[config.mk]
export PLATFORM = sky130hd
export DESIGN_NAME = bios_download_ctrl
export DESIGN_NICKNAME = d
export VERILOG_FILES = /design/src/rtl/bios_download_ctrl.sv
export SDC_FILE = /design/constraint.sdc
export NUM_CORES = 1
export LEC_CHECK = 0
export ABC_AREA = 1
export CORE_MARGIN = 2
export CORE_UTILIZATION = 60
export CTS_BUF_LIST = sky130_fd_sc_hd__clkbuf_4 sky130_fd_sc_hd__clkbuf_8
export DETAILED_ROUTE_END_ITERATION = 10
export DONT_BUFFER_PORTS = 1
export GPL_ROUTABILITY_DRIVEN = 1
export PLACE_DENSITY = 0.77
export SYNTH_ARGS = -nofsm -noshare
export SYNTH_HDL_FRONTEND = slang
export SYNTH_SLANG_ARGS = --single-unit
[constraint.sdc]
create_clock -name clk_sys -period 1.8 [get_ports clk_sys]
set_clock_uncertainty 0.15 [all_clocks]
set_input_delay 0.36 -clock clk_sys [delete_from_list [all_inputs] [get_ports clk_sys]]
set_output_delay 0.36 -clock clk_sys [all_outputs]
set_load 0.05 [all_outputs]
[src/rtl/bios_download_ctrl.sv]
// bios_download_ctrl
// Bridges the hps_io ioctl download port to the system block's dn_* write port.
// ROM/BIOS indices (ioctl_index <= INDEX_MAX) hold the core in reset for the whole
// download plus HOLD_CYCLES afterwards, and keep a byte count, a 16-bit checksum
// and a sticky out-of-window flag. Other indices are forwarded without side effects.
module bios_download_ctrl #(
    parameter int ADDR_W      = 14,
    parameter int INDEX_MAX   = 1,
    parameter int HOLD_CYCLES = 16
) (
    input  logic              clk_sys,
    input  logic              reset_n,
    input  logic              ioctl_download,
    input  logic              ioctl_wr,
    input  logic [24:0]       ioctl_addr,
    input  logic [7:0]        ioctl_dout,
    input  logic [7:0]        ioctl_index,
    output logic [ADDR_W-1:0] dn_addr,
    output logic [7:0]        dn_data,
    output logic              dn_wr,
    output logic [7:0]        dn_index,
    output logic              core_reset,
    output logic              busy,
    output logic              done,
    output logic [ADDR_W:0]   byte_count,
    output logic [15:0]       checksum,
    output logic              overflow
);

    // Controller states.
    localparam logic [1:0] S_IDLE = 2'd0;
    localparam logic [1:0] S_LOAD = 2'd1;
    localparam logic [1:0] S_HOLD = 2'd2;
    localparam logic [1:0] S_PASS = 2'd3;

    // The hold counter only ever holds HOLD_CYCLES-1 down to 0.
    localparam int HCW = (HOLD_CYCLES > 1) ? $clog2(HOLD_CYCLES) : 1;
    localparam logic [HCW-1:0] HOLD_LOAD = HCW'(HOLD_CYCLES - 1);

    localparam logic [7:0]    IDX_MAX = 8'(INDEX_MAX);
    localparam logic [ADDR_W:0] CNT_MAX = (ADDR_W+1)'(1) << ADDR_W;

    logic [1:0]        state_q,      state_d;
    logic [HCW-1:0]    hold_q,       hold_d;
    logic              dl_prev_q;
    logic              dn_wr_q,      dn_wr_d;
    logic [ADDR_W-1:0] dn_addr_q,    dn_addr_d;
    logic [7:0]        dn_data_q,    dn_data_d;
    logic [7:0]        dn_index_q,   dn_index_d;
    logic              core_reset_q, core_reset_d;
    logic              done_q,       done_d;
    logic [ADDR_W:0]   count_q,      count_d;
    logic [15:0]       sum_q,        sum_d;
    logic              ovf_q,        ovf_d;

    logic dl_rise;
    logic rom_idx;
    logic in_win;
    logic fwd_en;
    logic counting;

    assign dl_rise  = ioctl_download & ~dl_prev_q;
    assign rom_idx  = (ioctl_index <= IDX_MAX);
    // Anything with a bit set above the window is out of range for the system RAM.
    assign in_win   = ((ioctl_addr >> ADDR_W) == 25'd0);
    // Writes are forwarded only while a download is being serviced.
    assign fwd_en   = (state_q == S_LOAD) || (state_q == S_PASS);
    // Only ROM downloads feed the statistics.
    assign counting = (state_q == S_LOAD);

    // Next-state logic: FSM, write forwarding and download statistics.
    always_comb begin
        state_d      = state_q;
        hold_d       = hold_q;
        dn_wr_d      = 1'b0;
        dn_addr_d    = dn_addr_q;
        dn_data_d    = dn_data_q;
        dn_index_d   = dn_index_q;
        core_reset_d = core_reset_q;
        done_d       = done_q;
        count_d      = count_q;
        sum_d        = sum_q;
        ovf_d        = ovf_q;

        // Write path first: a strobe in the same cycle the download falls still lands.
        if (fwd_en && ioctl_wr) begin
            if (in_win) begin
                dn_wr_d   = 1'b1;
                dn_addr_d = ioctl_addr[ADDR_W-1:0];
                dn_data_d = ioctl_dout;
                if (counting) begin
                    if (count_q != CNT_MAX) begin
                        count_d = count_q + 1'b1;
                    end
                    sum_d = sum_q + {8'h00, ioctl_dout};
                end
            end else if (counting) begin
                ovf_d = 1'b1;
            end
        end

        case (state_q)
            S_IDLE: begin
                if (dl_rise) begin
                    dn_index_d = ioctl_index;
                    if (rom_idx) begin
                        state_d      = S_LOAD;
                        core_reset_d = 1'b1;
                        done_d       = 1'b0;
                        count_d      = '0;
                        sum_d        = '0;
                        ovf_d        = 1'b0;
                    end else begin
                        state_d = S_PASS;
                    end
                end
            end
            S_LOAD: begin
                if (!ioctl_download) begin
                    state_d = S_HOLD;
                    hold_d  = HOLD_LOAD;
                end
            end
            S_HOLD: begin
                // A fresh ROM download restarts the load without releasing reset.
                if (dl_rise && rom_idx) begin
                    state_d      = S_LOAD;
                    dn_index_d   = ioctl_index;
                    core_reset_d = 1'b1;
                    done_d       = 1'b0;
                    count_d      = '0;
                    sum_d        = '0;
                    ovf_d        = 1'b0;
                end else if (hold_q == '0) begin
                    state_d      = S_IDLE;
                    core_reset_d = 1'b0;
                    done_d       = 1'b1;
                end else begin
                    hold_d = hold_q - 1'b1;
                end
            end
            S_PASS: begin
                if (!ioctl_download) begin
                    state_d = S_IDLE;
                end
            end
            default: begin
                state_d      = S_IDLE;
                core_reset_d = 1'b0;
            end
        endcase
    end

    // State registers; async reset aborts any download immediately.
    always_ff @(posedge clk_sys or negedge reset_n) begin
        if (!reset_n) begin
            state_q      <= S_IDLE;
            hold_q       <= '0;
            dl_prev_q    <= 1'b0;
            dn_wr_q      <= 1'b0;
            dn_addr_q    <= '0;
            dn_data_q    <= '0;
            dn_index_q   <= '0;
            core_reset_q <= 1'b0;
            done_q       <= 1'b0;
            count_q      <= '0;
            sum_q        <= '0;
            ovf_q        <= 1'b0;
        end else begin
            state_q      <= state_d;
            hold_q       <= hold_d;
            dl_prev_q    <= ioctl_download;
            dn_wr_q      <= dn_wr_d;
            dn_addr_q    <= dn_addr_d;
            dn_data_q    <= dn_data_d;
            dn_index_q   <= dn_index_d;
            core_reset_q <= core_reset_d;
            done_q       <= done_d;
            count_q      <= count_d;
            sum_q        <= sum_d;
            ovf_q        <= ovf_d;
        end
    end

    assign dn_addr    = dn_addr_q;
    assign dn_data    = dn_data_q;
    assign dn_wr      = dn_wr_q;
    assign dn_index   = dn_index_q;
    assign core_reset = core_reset_q;
    assign busy       = (state_q == S_LOAD) || (state_q == S_HOLD);
    assign done       = done_q;
    assign byte_count = count_q;
    assign checksum   = sum_q;
    assign overflow   = ovf_q;

endmodule
==> results of run 1 <==
worst paths after layout:
kind / startpoint / end / slack (ns) / cells past startpoint
setup reg to reg: checksum[0] / checksum[14] / -0.20 / 12
min in group clk_sys: ioctl_index[1] / dn_index[1] / 0.02 / 2
max in group asynchronous: reset_n / byte_count[9] / 1.84 / 0
hold reg to reg: hold_q[2] / hold_q[2] / 0.38 / 2
setup / recovery: checksum[0] / checksum[14] / -0.20 / 12
hold / removal: reset_n / dn_addr[13] / -0.45 / 0
timing repair:
action / in CTS / in global routing
setup endpoints to repair: 15 / 48
buffers inserted: 2 / 10
gates cloned: 0 / 2
endpoints found under the hold margin: 95 / 72
pin swaps: 8 / 14
gates resized for setup: 14 / 62
through the flow:
stage | instance area [um2] | std cells | power (uW) | util | setup slack, ns
global placement | 4327 | 606 | 3649 | 0.7222 | -0.09199
CTS | 4870 | 647 | 5401 | 0.8129 | -0.1721
detailed placement | 4327 | 606 | 3700 | 0.7222 | -0.1643
global route | 5199 | 658 | 5966 | 0.8678 | -0.3038
finish | 5199 | 658 | 5687 | 0.8678 | -0.2007
floorplan | 3832 | 486 | 3340 | - | -0.2940
state kept, by name, summed over array words and instances, names as in the netlist, 2 cells and up:
register and count:
dn_addr 14, checksum 16, byte_count 15, hold_q 4
dn_index 8, dn_data 8, state_q 2
layer usage:
layer / part of all wire / up-vias / GRT usage
met4: 0.028 / 0 / 0.1013
li1: - / 1734 / -
met3: 0.070 / 33 / 0.07256
met5: 0 / - / 0
met2: 0.51 / 181 / 0.4949
met1: 0.39 / 1767 / 0.3279
cells by family (layout without fill, tap and decap cells):
group           count (synthesis)  in the layout
buf+inv                        72            168
xor+xnor                       10             10
flops                          72             72
compound gates                 78             78
fa+ha+maj                      16             16
simple gates                  238            239
cells in the mapped netlist:
cell / n
or2_2: 1
ha_1: 15
nor2_4: 2
clkbuf_1: 5
nand2_1: 147
o21bai_1: 3
a21o_1: 1
and2_1: 1
nor2_1: 49
xnor2_1: 2
nor2_2: 2
nand3_4: 1
xor2_1: 8
o31ai_1: 1
dfrtp_1: 72
nor3b_1: 1
a21oi_1: 33
buf_2: 4
inv_1: 60
o21ai_1: 7
o21ai_0: 33
inv_2: 2
nand4_1: 5
buf_6: 1
fa_1: 1
nor4_1: 1
nand3b_1: 2
nor3_1: 5
nand3_1: 21
cell usage in the layout (no fill, tap or decap), types with 2 or more instances in the layout:
cell,n
a21oi_2,3
nand3_1,15
xnor2_1,2
inv_1,51
buf_12,3
dlygate4sd3_1,23
o21ai_2,2
o21ai_0,24
nand2_1,138
nor2_2,8
clkbuf_4,2
nor2_1,40
buf_6,6
o21bai_1,3
nor2_4,6
nand4_1,5
dfrtp_1,58
nand3_2,6
o21ai_1,14
nand3b_1,2
nand2_2,8
buf_4,56
a21oi_1,29
bufinv_16,3
dfrtp_2,14
clkinv_4,2
xor2_1,8
inv_2,8
clkbuf_8,9
nor3_1,3
ha_4,9
ha_1,5
power by group:
part           switching [uW]  total [uW]  internal (uW)
combinational            1040        1720            674
clock                     610        1560            954
sequential                567        2410           1840
area by class of cell:
class / instances / area share
inverters: 62 / 0.04765
multi-input cells: 343 / 0.3798
clock inverters: 5 / 0.02046
flip-flops and latches: 72 / 0.3499
well taps: 75 / 0.01805
clock buffers: 11 / 0.02671
repair buffers: 90 / 0.1574
==> out/results.ini, run 1 <==
[setup_path]
crit_fanout=3
crit_buf_inv=3
slowest_stage=dfrtp_2
critical_path_class=reg2reg
cp_slowest_stage_delay_ns=0.39
start_kind=flip-flop
cp.arrival_ns=2.10
critPathRequiredTime_ns=1.90
critPathTopFamily=adder cells
crit_path_cell_trace=ha_4, inv_2, fa_2, inv_2, nand2_2, o21ai_2, nand2_1, nand2_2, buf_6, nand4_1, o21ai_1, nor2_1
cp-end-kind=flip-flop

[timing]
setup_ws_ns=-0.2007
min_period_ns=2.001
max_freq_ghz=0.4998
finalSetupTns_ns=-1.023
tightest_slew_ns=0.5345
hold_viol_final=72
slew_violations=0
rsz0062_at_grt=yes
fin_crit_sh=1.111
maxSlewHeadroom=0.6437
setup_viol=14
whs_ns=-0.4548

[drt]
ant_nets=0
vias_per_cell=5.646
drc=0
dr.pass1.iters=5
num_vias=3715
drt_iter0_markers=244
routed_wl_um=10780
avgRoutedWirePerCell_um=16.38

[logic_synthesis]
synth_warnings=0
synthCells=486
synth_area_leaders=dfrtp_1, nand2_1, inv_1
synth_compound_area_frac=0.1068
synth-seq-area-share=0.4775
synth-xor-area-share=0.02321
yosys.area_share.simple=0.2626
syn_avg_cell_area_um2=7.765
ys_seq_elements=72
synth_top_area_share=0.4775
yosys.area_share.adder=0.05504
synth_fp_nets=547
synth_top_family_by_area=simple AND/OR/NAND/NOR gates
synth_top_cell_by_area=dfrtp_1
synth.distinct_cells=29
synthesis.area_um2=3774
synthMuxAreaShare=0

[pwr]
ir_drop_mv=1.304
p_per_area_nw_per_um2=1094
leakage_uw=0.002688

[worst_hold_path]
hold_path.class=in2async

[grt]
grt_max_degree=73
grt_overflow=0
grt_pass1_vias=3446
track_usage=0.2801
grt_pass1_wl_um=15670
antenna_found_initial=0

[placed_design]
portBuffers=0
dp_hpwl_um=6190
place_congestion=0.9076

[layout]
num_antenna_cells=0
layout-drive-gt1-share=0.2727
regArea_um2=1819
area_delta_synth_final_pct=37.77
nFillCells=300
multiInputGateArea_um2=1974
nNetsFinal=639

[status]
outcome=complete, but fails checks
failed_checks=hold timing, setup timing

[clocking]
cts_tree=done
cts_hold_buffers=23
cts_buffer_depth=2
cts.sinks=72
clockRootBuffer=clkbuf_8
worstSkewPairLatency_ns=0.35
clk_pin_slew_ns=0.08
cts-htree-levels=3
numCtsBuffers=9

[job]
maxCapViolCount=0

[floorplanning]
die-area_um2=6940
die_x_um=83.31
core-area_um2=5991
die_y_um=83.31
row_count=28
initial_core_util=0.6299
ios=111

Power figures use the tool's default switching activity.
==> inputs of run 2 (changes only) <==
==> config.mk (replaced) <==
export PLATFORM = sky130hd
export DESIGN_NAME = bios_download_ctrl
export DESIGN_NICKNAME = d
export VERILOG_FILES = /design/src/rtl/bios_download_ctrl.sv
export SDC_FILE = /design/constraint.sdc
export NUM_CORES = 1
export LEC_CHECK = 0
export ABC_AREA = 1
export CORE_MARGIN = 1
export CORE_UTILIZATION = 57
export DETAILED_ROUTE_END_ITERATION = 10
export DONT_BUFFER_PORTS = 1
export GPL_ROUTABILITY_DRIVEN = 1
export PLACE_DENSITY = 0.73
export SYNTH_ARGS = -nofsm -noshare
export SYNTH_HDL_FRONTEND = slang
export SYNTH_SLANG_ARGS = --single-unit
==> run 2 against run 1 <==
The flow still finishes with violations (hold timing, setup timing). Sequential power barely moved. Combinational power fell by 5%. Sequential share of layout area about the same. Sequential cell count unchanged. Die area is 0.14% higher. Maximum frequency is 1.4% higher. Global-route usage increased by 0.75 points. Worst setup slack better by 0.027 ns. Critical path depth grew 1. Largest power group unchanged.
==> out/results.ini, run 2 (synthesis results as in run 1) <==
[setup_path]
start_kind=flip-flop  ; unchanged
r2r-start=checksum[0]  ; unchanged
cp-end-kind=flip-flop  ; unchanged
r2r_slack_ns=-0.17  ; was -0.20 ns
reg2regPathDepth=13  ; was 12
cp.arrival_ns=2.11  ; was 2.10 ns
critPathRequiredTime_ns=1.93  ; was 1.90 ns
crit_fanout=5  ; was 3
critical_path_class=reg2reg  ; unchanged
r2r_end=checksum[12]  ; was checksum[14]

[layout]
final_cell_mix=nand2_1, buf_4, dfrtp_1, inv_1, nor2_1  ; was nand2_1, dfrtp_1, buf_4, inv_1, nor2_1
area_delta_synth_final_pct=38.03  ; was 37.77%
nNetsFinal=641  ; was 639
largest_reg_flops=16  ; unchanged
layout-drive-gt1-share=0.2906  ; was 0.2727
num_antenna_cells=0  ; unchanged
instances_no_fill=662  ; was 658
utilization=0.8156  ; was 0.8678
fin_area_um2=5209  ; was 5199 um2
mostFrequentLayoutCell=nand2_1  ; unchanged

[grt]
antenna_found_initial=0  ; unchanged
grt_pass1_wl_um=15920  ; was 15670 um
track_usage=0.2877  ; was 0.2801
grt_overflow=0  ; unchanged
grt_max_degree=73  ; unchanged
grt_pass1_vias=3602  ; was 3446

[status]
failed_checks=hold timing, setup timing  ; unchanged
outcome=complete, but fails checks  ; unchanged

[placed_design]
pre_cts_slack_ns=-0.1530  ; was -0.1643 ns
place_congestion=0.9276  ; was 0.9076
portBuffers=0  ; unchanged
place_inst=610  ; was 606
dpl-instance-area_um2=4319  ; was 4327 um2
dp_hpwl_um=6373  ; was 6190 um

[floorplanning]
initial_core_util=0.5909  ; was 0.6299
ios=111  ; unchanged
die-area_um2=6950  ; was 6940 um2
row_count=29  ; was 28
die_y_um=83.37  ; was 83.31 um
die_x_um=83.37  ; was 83.31 um
core-area_um2=6386  ; was 5991 um2

[clocking]
numCtsBuffers=9  ; unchanged
clk_pin_slew_ns=0.08  ; about the same
clockRootBuffer=clkbuf_8  ; unchanged
cts-htree-levels=3  ; unchanged
cts.sinks=72  ; unchanged
cts_tree=done  ; unchanged
worstSkewPairLatency_ns=0.35  ; about the same
cts_buffer_depth=2  ; unchanged

[drt]
dr.pass1.iters=5  ; unchanged
avgRoutedWirePerCell_um=15.17  ; was 16.38 um
ant_nets=0  ; unchanged
drc=0  ; unchanged
num_vias=3617  ; was 3715
vias_per_cell=5.464  ; was 5.646
routed_wl_um=10040  ; was 10780 um
drt_iter0_markers=158  ; was 244

[pwr]
p_per_area_nw_per_um2=1072  ; was 1094 nW/um2
ir_drop_mv=1.562  ; was 1.304 mV
leakage_uw=0.002672  ; was 0.002688 uW

[timing]
max_freq_ghz=0.5067  ; was 0.4998 GHz
fin_crit_sh=1.096  ; was 1.111
setup_ws_ns=-0.1737  ; was -0.2007 ns
whs_ns=-0.4595  ; was -0.4548 ns
finalSetupTns_ns=-0.6170  ; was -1.023 ns
slew_violations=0  ; unchanged
maxSlewHeadroom=0.6464  ; was 0.6437
hold_viol_final=72  ; unchanged
min_period_ns=1.974  ; was 2.001 ns
tightest_slew_ns=0.5304  ; was 0.5345 ns
rsz0062_at_grt=yes  ; unchanged
setup_viol=8  ; was 14

[job]
maxCapViolCount=0  ; unchanged

[worst_hold_path]
hold_path.class=in2async  ; unchanged

[run 2: power by group]
part	total (uW)	internal (uW)	switching (uW)
combinational	1630	657	968
clock	1540	924	615
sequential	2420	1840	575
[run 2: what timing repair did]
item                                    4_1_cts  5_1_grt
hold buffers                                 22        1
gates resized for setup                      21       66
gates cloned                                  1        0
pin swaps                                     8       25
endpoints found under the hold margin        94       73
setup buffers                                 4        8
endpoints found under the setup margin       28       49
[run 2: layer usage]
metal	share of wire	GRT usage	vias up	wire length [um]
met2	0.53	0.4970	134	5276
met3	0.058	0.06958	26	579
met4	0.024	0.1223	0	240
met5	0	0	-	0
li1	-	-	1730	-
met1	0.39	0.3417	1727	3944
[run 2: worst max path at each step]
stage                start  slack, ns            to
6_report       checksum[0]      -0.17  checksum[12]
5_1_grt        checksum[0]      -0.31  checksum[12]
4_1_cts        checksum[0]      -0.15  checksum[12]
3_5_place_dp   checksum[0]      -0.15  checksum[12]
3_3_place_gp   checksum[0]       -0.1  checksum[12]
2_1_floorplan  checksum[0]      -0.29  checksum[12]
[run 2: final cells by class]
| class | instances | area [um2] |
|---|---|---|
| tap | 77 | 96.34 |
| inverter | 62 | 247.7 |
| fill | 398 | 1177 |
| timing repair buffer | 92 | 783.3 |
| multi-input combinational | 343 | 2023 |
| sequential | 72 | 1821 |
| clock inverter | 5 | 106.4 |
| clock buffer | 11 | 131.4 |
[run 2: metrics by stage]
step	power (uW)	hold slack (ns)
after global routing	5874	-0.4781
after CTS	5360	-0.4698
after global placement	3617	-0.08419
after detailed placement	3675	-0.08413
final	5583	-0.4595
after floorplan	3340	-0.08559
[run 2: worst max-delay path: stages, from the launching register on]
cell and delay (ns):
dfrtp_2 0.39, ha_4 0.14, inv_2 0.04, fa_2 0.34
inv_2 0.06, nand2_2 0.05, o21ai_2 0.12, nand2_1 0.08
nand2_2 0.10, nand2_1 0.08, nor2_2 0.12, or2_4 0.13
inv_1 0.03, nor2_1 0.07
